--- src/rtl/game_scheduler.sv ---
// game_scheduler: buffers SPI command bytes in a small FIFO, merges them with
// a periodic gravity tick into single-step requests for the game executioner
// (valid/done handshake), and publishes each finished step on the next VGA
// frame boundary.
// Optional build macro: GAME_SCHED_PAUSE_CMD_EN -- command byte 0x06 toggles
// an internal pause flag that freezes gravity alongside the `paused` port.
module game_scheduler #(
    parameter int unsigned GRAVITY_DIV  = 10_000_000,
    parameter int unsigned FIFO_DEPTH   = 4,
    parameter int unsigned MAX_MOVE_RUN = 2
) (
    input  logic                          clk,
    input  logic                          reset_n,
    input  logic [7:0]                    cmd_byte,
    input  logic                          cmd_valid,
    input  logic                          paused,
    input  logic                          frame_start,
    output logic                          step_valid,
    output logic [2:0]                    step_move,
    input  logic                          step_done,
    output logic                          frame_ready,
    output logic [$clog2(FIFO_DEPTH):0]   fifo_level,
    output logic                          overflow
);

    localparam int unsigned AW = $clog2(FIFO_DEPTH);
    localparam int unsigned LW = AW + 1;
    localparam int unsigned CW = $clog2(GRAVITY_DIV);
    localparam int unsigned RW = $clog2(MAX_MOVE_RUN + 1);

    typedef enum logic [1:0] {
        IDLE    = 2'd0,
        BUSY    = 2'd1,
        PUBLISH = 2'd2
    } state_t;

    state_t          state;
    logic [2:0]      mem [FIFO_DEPTH];
    logic [AW-1:0]   wr_ptr;
    logic [AW-1:0]   rd_ptr;
    logic [CW-1:0]   grav_cnt;
    logic            grav_pend;
    logic [RW-1:0]   run_cnt;

    logic            cmd_ok;
    logic            fifo_full;
    logic            fifo_empty;
    logic            push;
    logic            drop;
    logic            take_cmd;
    logic            take_grav;
    logic            eff_pause;
    logic            grav_tick;

`ifdef GAME_SCHED_PAUSE_CMD_EN
    logic            pause_flag;
    logic            pause_toggle;

    // Pause command: 0x06 flips the internal pause flag and is never queued
    always_comb begin
        pause_toggle = cmd_valid && (cmd_byte == 8'h06);
        eff_pause    = paused | pause_flag;
    end

    // Internal pause flag register
    always_ff @(posedge clk or negedge reset_n) begin
        if (!reset_n) begin
            pause_flag <= 1'b0;
        end else if (pause_toggle) begin
            pause_flag <= ~pause_flag;
        end
    end
`else
    // Only the external level pauses gravity in this build
    always_comb begin
        eff_pause = paused;
    end
`endif

    // Command decode, FIFO status and the IDLE-state scheduling decision
    always_comb begin
        cmd_ok     = cmd_valid && (cmd_byte[7:3] == 5'd0) &&
                     (cmd_byte[2:0] >= 3'd1) && (cmd_byte[2:0] <= 3'd4);
        fifo_full  = (fifo_level == LW'(FIFO_DEPTH));
        fifo_empty = (fifo_level == '0);
        // A queued move wins unless gravity has waited through a full move run
        take_cmd   = (state == IDLE) && !fifo_empty &&
                     ((run_cnt < RW'(MAX_MOVE_RUN)) || !grav_pend);
        take_grav  = (state == IDLE) && !take_cmd && grav_pend;
        // At full, a same-cycle pop frees the slot the push needs
        push       = cmd_ok && (!fifo_full || take_cmd);
        drop       = cmd_ok && fifo_full && !take_cmd;
        grav_tick  = !eff_pause && (grav_cnt == CW'(GRAVITY_DIV - 1));
    end

    // FIFO storage; contents need no reset because occupancy gates reads
    always_ff @(posedge clk) begin
        if (push) begin
            mem[wr_ptr] <= cmd_byte[2:0];
        end
    end

    // FIFO pointers, occupancy and sticky overflow flag
    always_ff @(posedge clk or negedge reset_n) begin
        if (!reset_n) begin
            wr_ptr     <= '0;
            rd_ptr     <= '0;
            fifo_level <= '0;
            overflow   <= 1'b0;
        end else begin
            if (push) begin
                wr_ptr <= wr_ptr + AW'(1);
            end
            if (take_cmd) begin
                rd_ptr <= rd_ptr + AW'(1);
            end
            case ({push, take_cmd})
                2'b10:   fifo_level <= fifo_level + LW'(1);
                2'b01:   fifo_level <= fifo_level - LW'(1);
                default: fifo_level <= fifo_level;
            endcase
            if (drop) begin
                overflow <= 1'b1;
            end
        end
    end

    // Gravity counter and non-accumulating pending flag
    always_ff @(posedge clk or negedge reset_n) begin
        if (!reset_n) begin
            grav_cnt  <= '0;
            grav_pend <= 1'b0;
        end else begin
            if (!eff_pause) begin
                grav_cnt <= grav_tick ? '0 : grav_cnt + CW'(1);
            end
            // Issuing gravity consumes the pending tick; a coincident tick is absorbed
            if (take_grav) begin
                grav_pend <= 1'b0;
            end else if (grav_tick) begin
                grav_pend <= 1'b1;
            end
        end
    end

    // Count moves issued while gravity waits; any gravity step restarts the run
    always_ff @(posedge clk or negedge reset_n) begin
        if (!reset_n) begin
            run_cnt <= '0;
        end else if (take_grav) begin
            run_cnt <= '0;
        end else if (take_cmd && grav_pend) begin
            run_cnt <= run_cnt + RW'(1);
        end
    end

    // Step sequencer: issue, wait for done, publish on the frame boundary
    always_ff @(posedge clk or negedge reset_n) begin
        if (!reset_n) begin
            state       <= IDLE;
            step_valid  <= 1'b0;
            step_move   <= 3'd0;
            frame_ready <= 1'b0;
        end else begin
            frame_ready <= 1'b0;
            case (state)
                IDLE: begin
                    if (take_cmd) begin
                        step_move  <= mem[rd_ptr];
                        step_valid <= 1'b1;
                        state      <= BUSY;
                    end else if (take_grav) begin
                        step_move  <= 3'd0;
                        step_valid <= 1'b1;
                        state      <= BUSY;
                    end
                end
                BUSY: begin
                    if (step_done) begin
                        step_valid <= 1'b0;
                        state      <= PUBLISH;
                    end
                end
                PUBLISH: begin
                    if (frame_start) begin
                        frame_ready <= 1'b1;
                        state       <= IDLE;
                    end
                end
                default: begin
                    step_valid <= 1'b0;
                    state      <= IDLE;
                end
            endcase
        end
    end

endmodule

--- config.mk ---
export PLATFORM = sky130hd
export DESIGN_NAME = game_scheduler
export DESIGN_NICKNAME = d
export VERILOG_FILES = /design/src/rtl/game_scheduler.sv
export SDC_FILE = /design/constraint.sdc
export NUM_CORES = 1
export LEC_CHECK = 0
export BUFFER_PORTS_ARGS = -buffer_cell sky130_fd_sc_hd__buf_2
export CAP_MARGIN = 15
export CORE_MARGIN = 10
export CORE_UTILIZATION = 42
export CTS_CLUSTER_DIAMETER = 150
export DETAILED_ROUTE_END_ITERATION = 10
export MAX_ROUTING_LAYER = met4
export PLACE_DENSITY = 0.62
export SLEW_MARGIN = 20
export SYNTH_ARGS = -nofsm -noshare
export SYNTH_HDL_FRONTEND = slang
export SYNTH_SLANG_ARGS = --single-unit
--- constraint.sdc ---
create_clock -name clk -period 2.21 [get_ports clk]
set_clock_uncertainty 0.15 [all_clocks]
set_input_delay 0.221 -clock clk [delete_from_list [all_inputs] [get_ports clk]]
set_output_delay 0.221 -clock clk [all_outputs]
set_load 0.005 [all_outputs]
# After elaboration in Yosys (flattened, before gate mapping)
# Memory sizes are Yosys's and may differ from the RTL's.
# Index checks and enable logic that the tools add are counted.
# classes
addsub	6
magnitude_cmp	3
n_eq_ne	9
n_mux	21
n_bitwise	1
reduce_logical	29
# ops
operator	count
adder 24 x 1 -> 24 bit (second input constant)	1
== test 24 bit (second input constant)	1
two-way mux 24 bit	1
logical AND 1 bit	12
two-way mux 2 bit	6
two-way mux 1 bit	9
nonzero test 2 bit	4
adder 2 x 1 -> 2 bit (second input constant)	3
two-way mux 3 bit	2
case mux 2 bit (3 select lines)	1
case mux 3 bit (2 select lines)	1
AND reduction 3 bit	2
zero test 1 bit	5
zero test 5 bit	1
== test 2 x 1 -> 1 bit (second input constant)	2
== test 2 bit (second input constant)	2
!= test 2 bit (second input constant)	2
adder 3 x 1 -> 3 bit (second input constant)	1
== test 3 bit (second input constant)	1
greater-or-equal comparator 3 x 1 -> 1 bit (second input constant)	1
<= comparator 3 bit (second input constant)	1
zero test 3 bit	1
!= test 3 bit (second input constant)	1
case mux 1 bit (3 select lines)	1
6 further kinds	7
# totals
regBits	42
ram_bits	12
input_bits	14
out_inout_bits	9
memories	1
# memory_table
memory	words	width	read_ports	rd_clocked_by_memory_dff	write_ports	line	source
mem	4	3	1	0	1	38	logic [2:0] mem [FIFO_DEPTH];

# Logic depth before layout (Yosys ltp)
# logic_depth
ltp_word	10
depth_mapped	8

# Least setup slack after synthesis
# OpenSTA, ideal clock, no wires.
# synth_timing
kind	in2reg
startpoint	in cmd_byte[4]
endpoint	reg fifo_level[2]
setup_ns	0.126
arrival_time_ns	2.314
required_time_ns	1.934
setup_slack_ns	-0.380
cell_stages	8
path_buffers	1
path_cell_list	nor4_1 and4b_1 clkbuf_1 nor3_1 fa_1 or3_1 and3_1 a311o_1
# synth_via
elab_chain_cells	7
# synth_lines
element	line	source
start, declared	14	input logic [7:0] cmd_byte,
zero test 5 bit *	82	cmd_ok = cmd_valid && (cmd_byte[7:3] == 5'd0) &&
logical AND 1 bit * (2 in series)	82	
logical AND 1 bit *	83	(cmd_byte[2:0] >= 3'd1) && (cmd_byte[2:0] <= 3'd4);
logical AND 1 bit *	91	push = cmd_ok && (!fifo_full || take_cmd);
== test 2 x 1 -> 1 bit / == test 2 bit (equally long branches)	117	case ({push, take_cmd})
case mux 3 bit (2 select lines) / nonzero test 2 bit (equally long branches)	--	
end signal, assigned	118	2'b10: fifo_level <= fifo_level + LW'(1);
end signal, assigned	119	2'b01: fifo_level <= fifo_level - LW'(1);
end signal, assigned	120	default: fifo_level <= fifo_level;
end, declared	22	output logic [$clog2(FIFO_DEPTH):0] fifo_level,
# Mark *: on every way between the ends. The rest lies on a longest branch, timed or not.
# A chain may end at the register's enable or synchronous reset.

# Worst setup path after layout
# layout_timing
startpoint	reg fifo_level[1]
endpoint	reg fifo_level[2]
# layout_via
elab_chain_cells	8
# layout_lines
element	line	source
zero test 3 bit	85	fifo_empty = (fifo_level == '0);
zero test 1 bit	87	take_cmd = (state == IDLE) && !fifo_empty &&
logical AND 1 bit (2 in series)	87	
logical OR 1 bit	91	
logical AND 1 bit	91	
== test 2 x 1 -> 1 bit / == test 2 bit (equally long branches)	117	
case mux 3 bit (2 select lines) / nonzero test 2 bit (equally long branches)	--	
# Parallel ways exist; a longest one is shown, timed or not.

==> results.py <==
metrics = {
    "power_and_ir_drop": {
        "p_comb_share_pct": 34.8,
        "internal_power_w": 0.001994,
        "finalPower_w": 0.002989,
        "vdd_drop_max_mv": 0.5463,
        "netSwitchingFraction_pct": 33.27,
        "p_sw_w": 0.0009944,
        "clkPwrFrac_pct": 19.2,
        "powerDensity_nw_per_um2": 936.0,
        "leakagePower_nw": 1.381,
        "power_frac_seq_pct": 46.0,
    },
    "critical_path": {
        "worstSetupPathType": "flop to flop",
        "cpMaxStageDelayCell": "dfrtp_1",
        "cp.arrival_ns": 2.18,
        "cp.required_ns": 2.25,
        "critPathMaxFanout": 4,
        "crit_path_end_kind": "flop",
        "critPathLaunchType": "flop",
        "crit_path_frequent_cell": "nor3_4",
        "cp_cell_sequence": "nor3_4 -> nor3_4 -> fa_2 -> or3_1 -> and3_1 -> a311o_1",
        "crit_path_max_incr_delay_ns": 0.42,
    },
    "worst_hold_path": {
        "min_path_type": "primary input to flop",
    },
    "layout": {
        "insertedDiodeCount": 0,
        "seq_area_um2": 1416,
        "nFillCells": 530,
        "drive_above_1_share_pct": 28.97,
        "final_nets": 309,
        "multi_input_area_um2": 1180,
        "syn_to_final_growth_pct": 24.67,
    },
    "global_routing": {
        "grt-ovfl-total": 0,
        "met1_usage_pct": 14.24,
        "grt_pass1_vias": 1860,
        "grt_pass1_wl_um": 8652,
        "grt_usage_pct": 11.04,
        "grt_most_used_layer": "met2",
        "antenna_found_initial": 0,
        "gr-usage-met2_pct": 16.65,
        "grt_max_degree": 25,
        "grt_use_met3_pct": 2.537,
    },
    "clocking": {
        "insertion_delay_ns": 0.31,
        "clk_pin_slew_ns": 0.09,
        "cts_buffers": 5,
        "htreeDepth": 2,
        "clock-root-buffer": "clkbuf_8",
        "cts_tree": "done",
        "clockBufferDepth": 2,
        "cts_num_sinks": 54,
    },
    "synth": {
        "netlist.area_leader.share_pct": 41.04,
        "syn_avg_cell_area_um2": 11.14,
        "yosysWarnings": 0,
        "syn_area_um2": 2561,
        "synth_cells": 230,
        "synth_cell_type_count": 44,
        "synth-main-ff-cell": "dfrtp_1",
        "synth_edf_count": 12,
        "async_flop_share_pct": 77.78,
        "syn_nets": 250,
        "yosysSeqAreaShare_pct": 55.11,
        "synth_top_cell_by_area": "dfrtp_1",
        "ys_ff_latch": 54,
        "synth_area_leaders": "dfrtp_1 (41%), edfxtp_1 (14%), nand2_1 (4.1%)",
    },
    "placement": {
        "io_buffers": 22,
        "dp_hpwl_um": 3966,
        "gp_congestion": 0.8621,
    },
    "floorplan": {
        "core_um2": 5921,
        "die_w_um": 98.09,
        "rows": 28,
        "io_pins": 23,
        "die_y_um": 98.09,
        "initial_core_util_pct": 43.26,
        "dieArea_um2": 9622,
    },
    "timing": {
        "worst_slew_pin_slew_ns": 0.5684,
        "slew_headroom_pct": 62.11,
        "fin_crit_ns": 2.135,
        "finalHoldViolCount": 0,
        "fin_tns_setup_ns": 0,
        "rsz0062_at_grt": "false",
        "setup_violations": 0,
        "drv_slew": 0,
        "fmax_mhz": 468.3,
        "period_share_pct": 96.63,
    },
    "outcome": {
        "run_status": "finished, final reports clean",
    },
    "detailed_routing": {
        "vias": 1937,
        "via_per_inst": 5.307,
        "wire_per_inst_um": 14.28,
        "wirelength_um": 5212,
        "drtIter0Drc": 62,
        "ant_nets": 0,
        "dr.pass1.iters": 4,
        "drc_errors": 0,
    },
    "run": {
        "cap_violations": 0,
    },
}
## state kept, by name, indices dropped and copies added (netlist names)
name	count
step_move	3
wr_ptr	2
run_cnt	2
mem	12
grav_pend	1
state	2
frame_ready	1
rd_ptr	2
fifo_level	3
step_valid	1
overflow	1
grav_cnt	24
## layer usage
layer | share of wire (%) | wire [um] | up-vias
met5 | 0 | 0 | -
met4 | 0.98 | 51 | 0
met3 | 3.4 | 179 | 5
met2 | 47 | 2446 | 37
met1 | 49 | 2535 | 952
li1 | - | - | 943
## final timing paths
kind | to | from | cells after the start | slack [ns]
max | fifo_level[2]$_DFFE_PN0P_ | fifo_level[1]$_DFFE_PN0P_ | 6 | 0.07
min | state[0]$_DFFE_PN0P_ | step_done | 4 | 0.02
max reg2reg | fifo_level[2]$_DFFE_PN0P_ | fifo_level[1]$_DFFE_PN0P_ | 6 | 0.07
max in group asynchronous | grav_cnt[11]$_DFFE_PN0N_ | reset_n | 3 | 1.03
min reg2reg | step_valid$_DFFE_PN0P_ | step_valid$_DFFE_PN0P_ | 2 | 0.33
min in group asynchronous | step_valid$_DFFE_PN0P_ | reset_n | 2 | 0.29
## Yosys cell counts, types with 5 or more instances
| cell type | n |
|---|---|
| and2_1 | 5 |
| clkbuf_1 | 5 |
| dfrtp_1 | 42 |
| edfxtp_1 | 12 |
| ha_1 | 5 |
| inv_1 | 6 |
| nand2_1 | 28 |
| nand3_1 | 8 |
| nor2_1 | 22 |
| nor3_1 | 8 |
| o21ai_0 | 8 |
| xnor2_1 | 12 |
| xor2_1 | 8 |
## power by group through the flow
stage	combinational (W)	clock, W	sequential [W]
global placement	0.000992	0	0.00139
global route	0.00117	0.000624	0.00140
floorplan	0.000605	0	0.00140
detailed placement	0.00102	0	0.00139
CTS	0.00102	0.000589	0.00137
finish	0.00104	0.000573	0.00138
## metrics by stage
stage	worst slack (ns)	std cells	hold slack (ns)	utilization, %	area [um2]
finish	0.07457	365	0.02300	53.93	3193
global route	0.002130	365	0.04723	53.93	3193
CTS	0.01112	361	0.01630	52.64	3117
detailed placement	-0.1627	351	0.09569	50.70	3002
global placement	-0.1190	351	0.1028	50.70	3002
floorplan	-0.04731	230	-0.2246	-	2606
## cells in the final DEF (no fill, tap or decap), types with 2 or more instances in the layout
cell type / instances
dfrtp_1: 38
buf_4: 34
nand2_1: 28
nor2_1: 22
buf_2: 22
xnor2_1: 12
edfxtp_1: 12
o21ai_0: 8
xor2_1: 8
nand3_1: 8
inv_1: 6
nor3_1: 6
clkbuf_8: 6
and2_1: 5
ha_1: 5
nand4b_1: 4
a21oi_1: 4
nand4_1: 4
dfrtp_2: 4
nor3_4: 3
nand2b_1: 3
o211ai_1: 3
or3_1: 3
o31ai_1: 3
mux4_2: 3
a22o_1: 3
nor4_2: 2
nor4b_1: 2
o22a_1: 2
a21o_1: 2
dlygate4sd3_1: 2
## kinds of logic (layout without fill, tap and decap cells)
| group | count (synthesis) | in the layout | share of synthesized area [%] |
|---|---|---|---|
| simple gates | 101 | 101 | 20.86 |
| flops | 54 | 54 | 55.11 |
| compound gates | 33 | 33 | 9.087 |
| xor+xnor | 20 | 20 | 6.839 |
| buf+inv | 12 | 72 | 1.807 |
| fa+ha+maj | 6 | 6 | 3.224 |
| mux | 4 | 4 | 3.077 |
## worst max-delay path, delay by kind of cell (launching register included)
| kind | cells | cell delay (ns) |
|---|---|---|
| AND/OR/NAND/NOR | 4 | 0.78 |
| flip-flops | 1 | 0.42 |
| adder cells (fa/ha/maj) | 1 | 0.35 |
| AO/OA/AOI/OAI | 1 | 0.32 |
## area by class of cell
class,instances,share of cell area [%]
Clock buffer,6,2.586
Inverter,6,0.7053
Multi-Input combinational cell,164,36.95
Sequential cell,54,44.36
Tap cell,75,2.939
Timing Repair Buffer,58,12.07
Clock inverter,2,0.3918
## repair_timing
| item | CTS | global route |
|---|---|---|
| buffers inserted | 0 | 4 |
| resized for setup | 0 | 11 |
| hold buffers | 2 | 0 |
| endpoints found under the hold margin | 24 | 0 |
| setup endpoints to repair | 0 | 8 |
No activity file was read; power rests on OpenSTA's default activity.
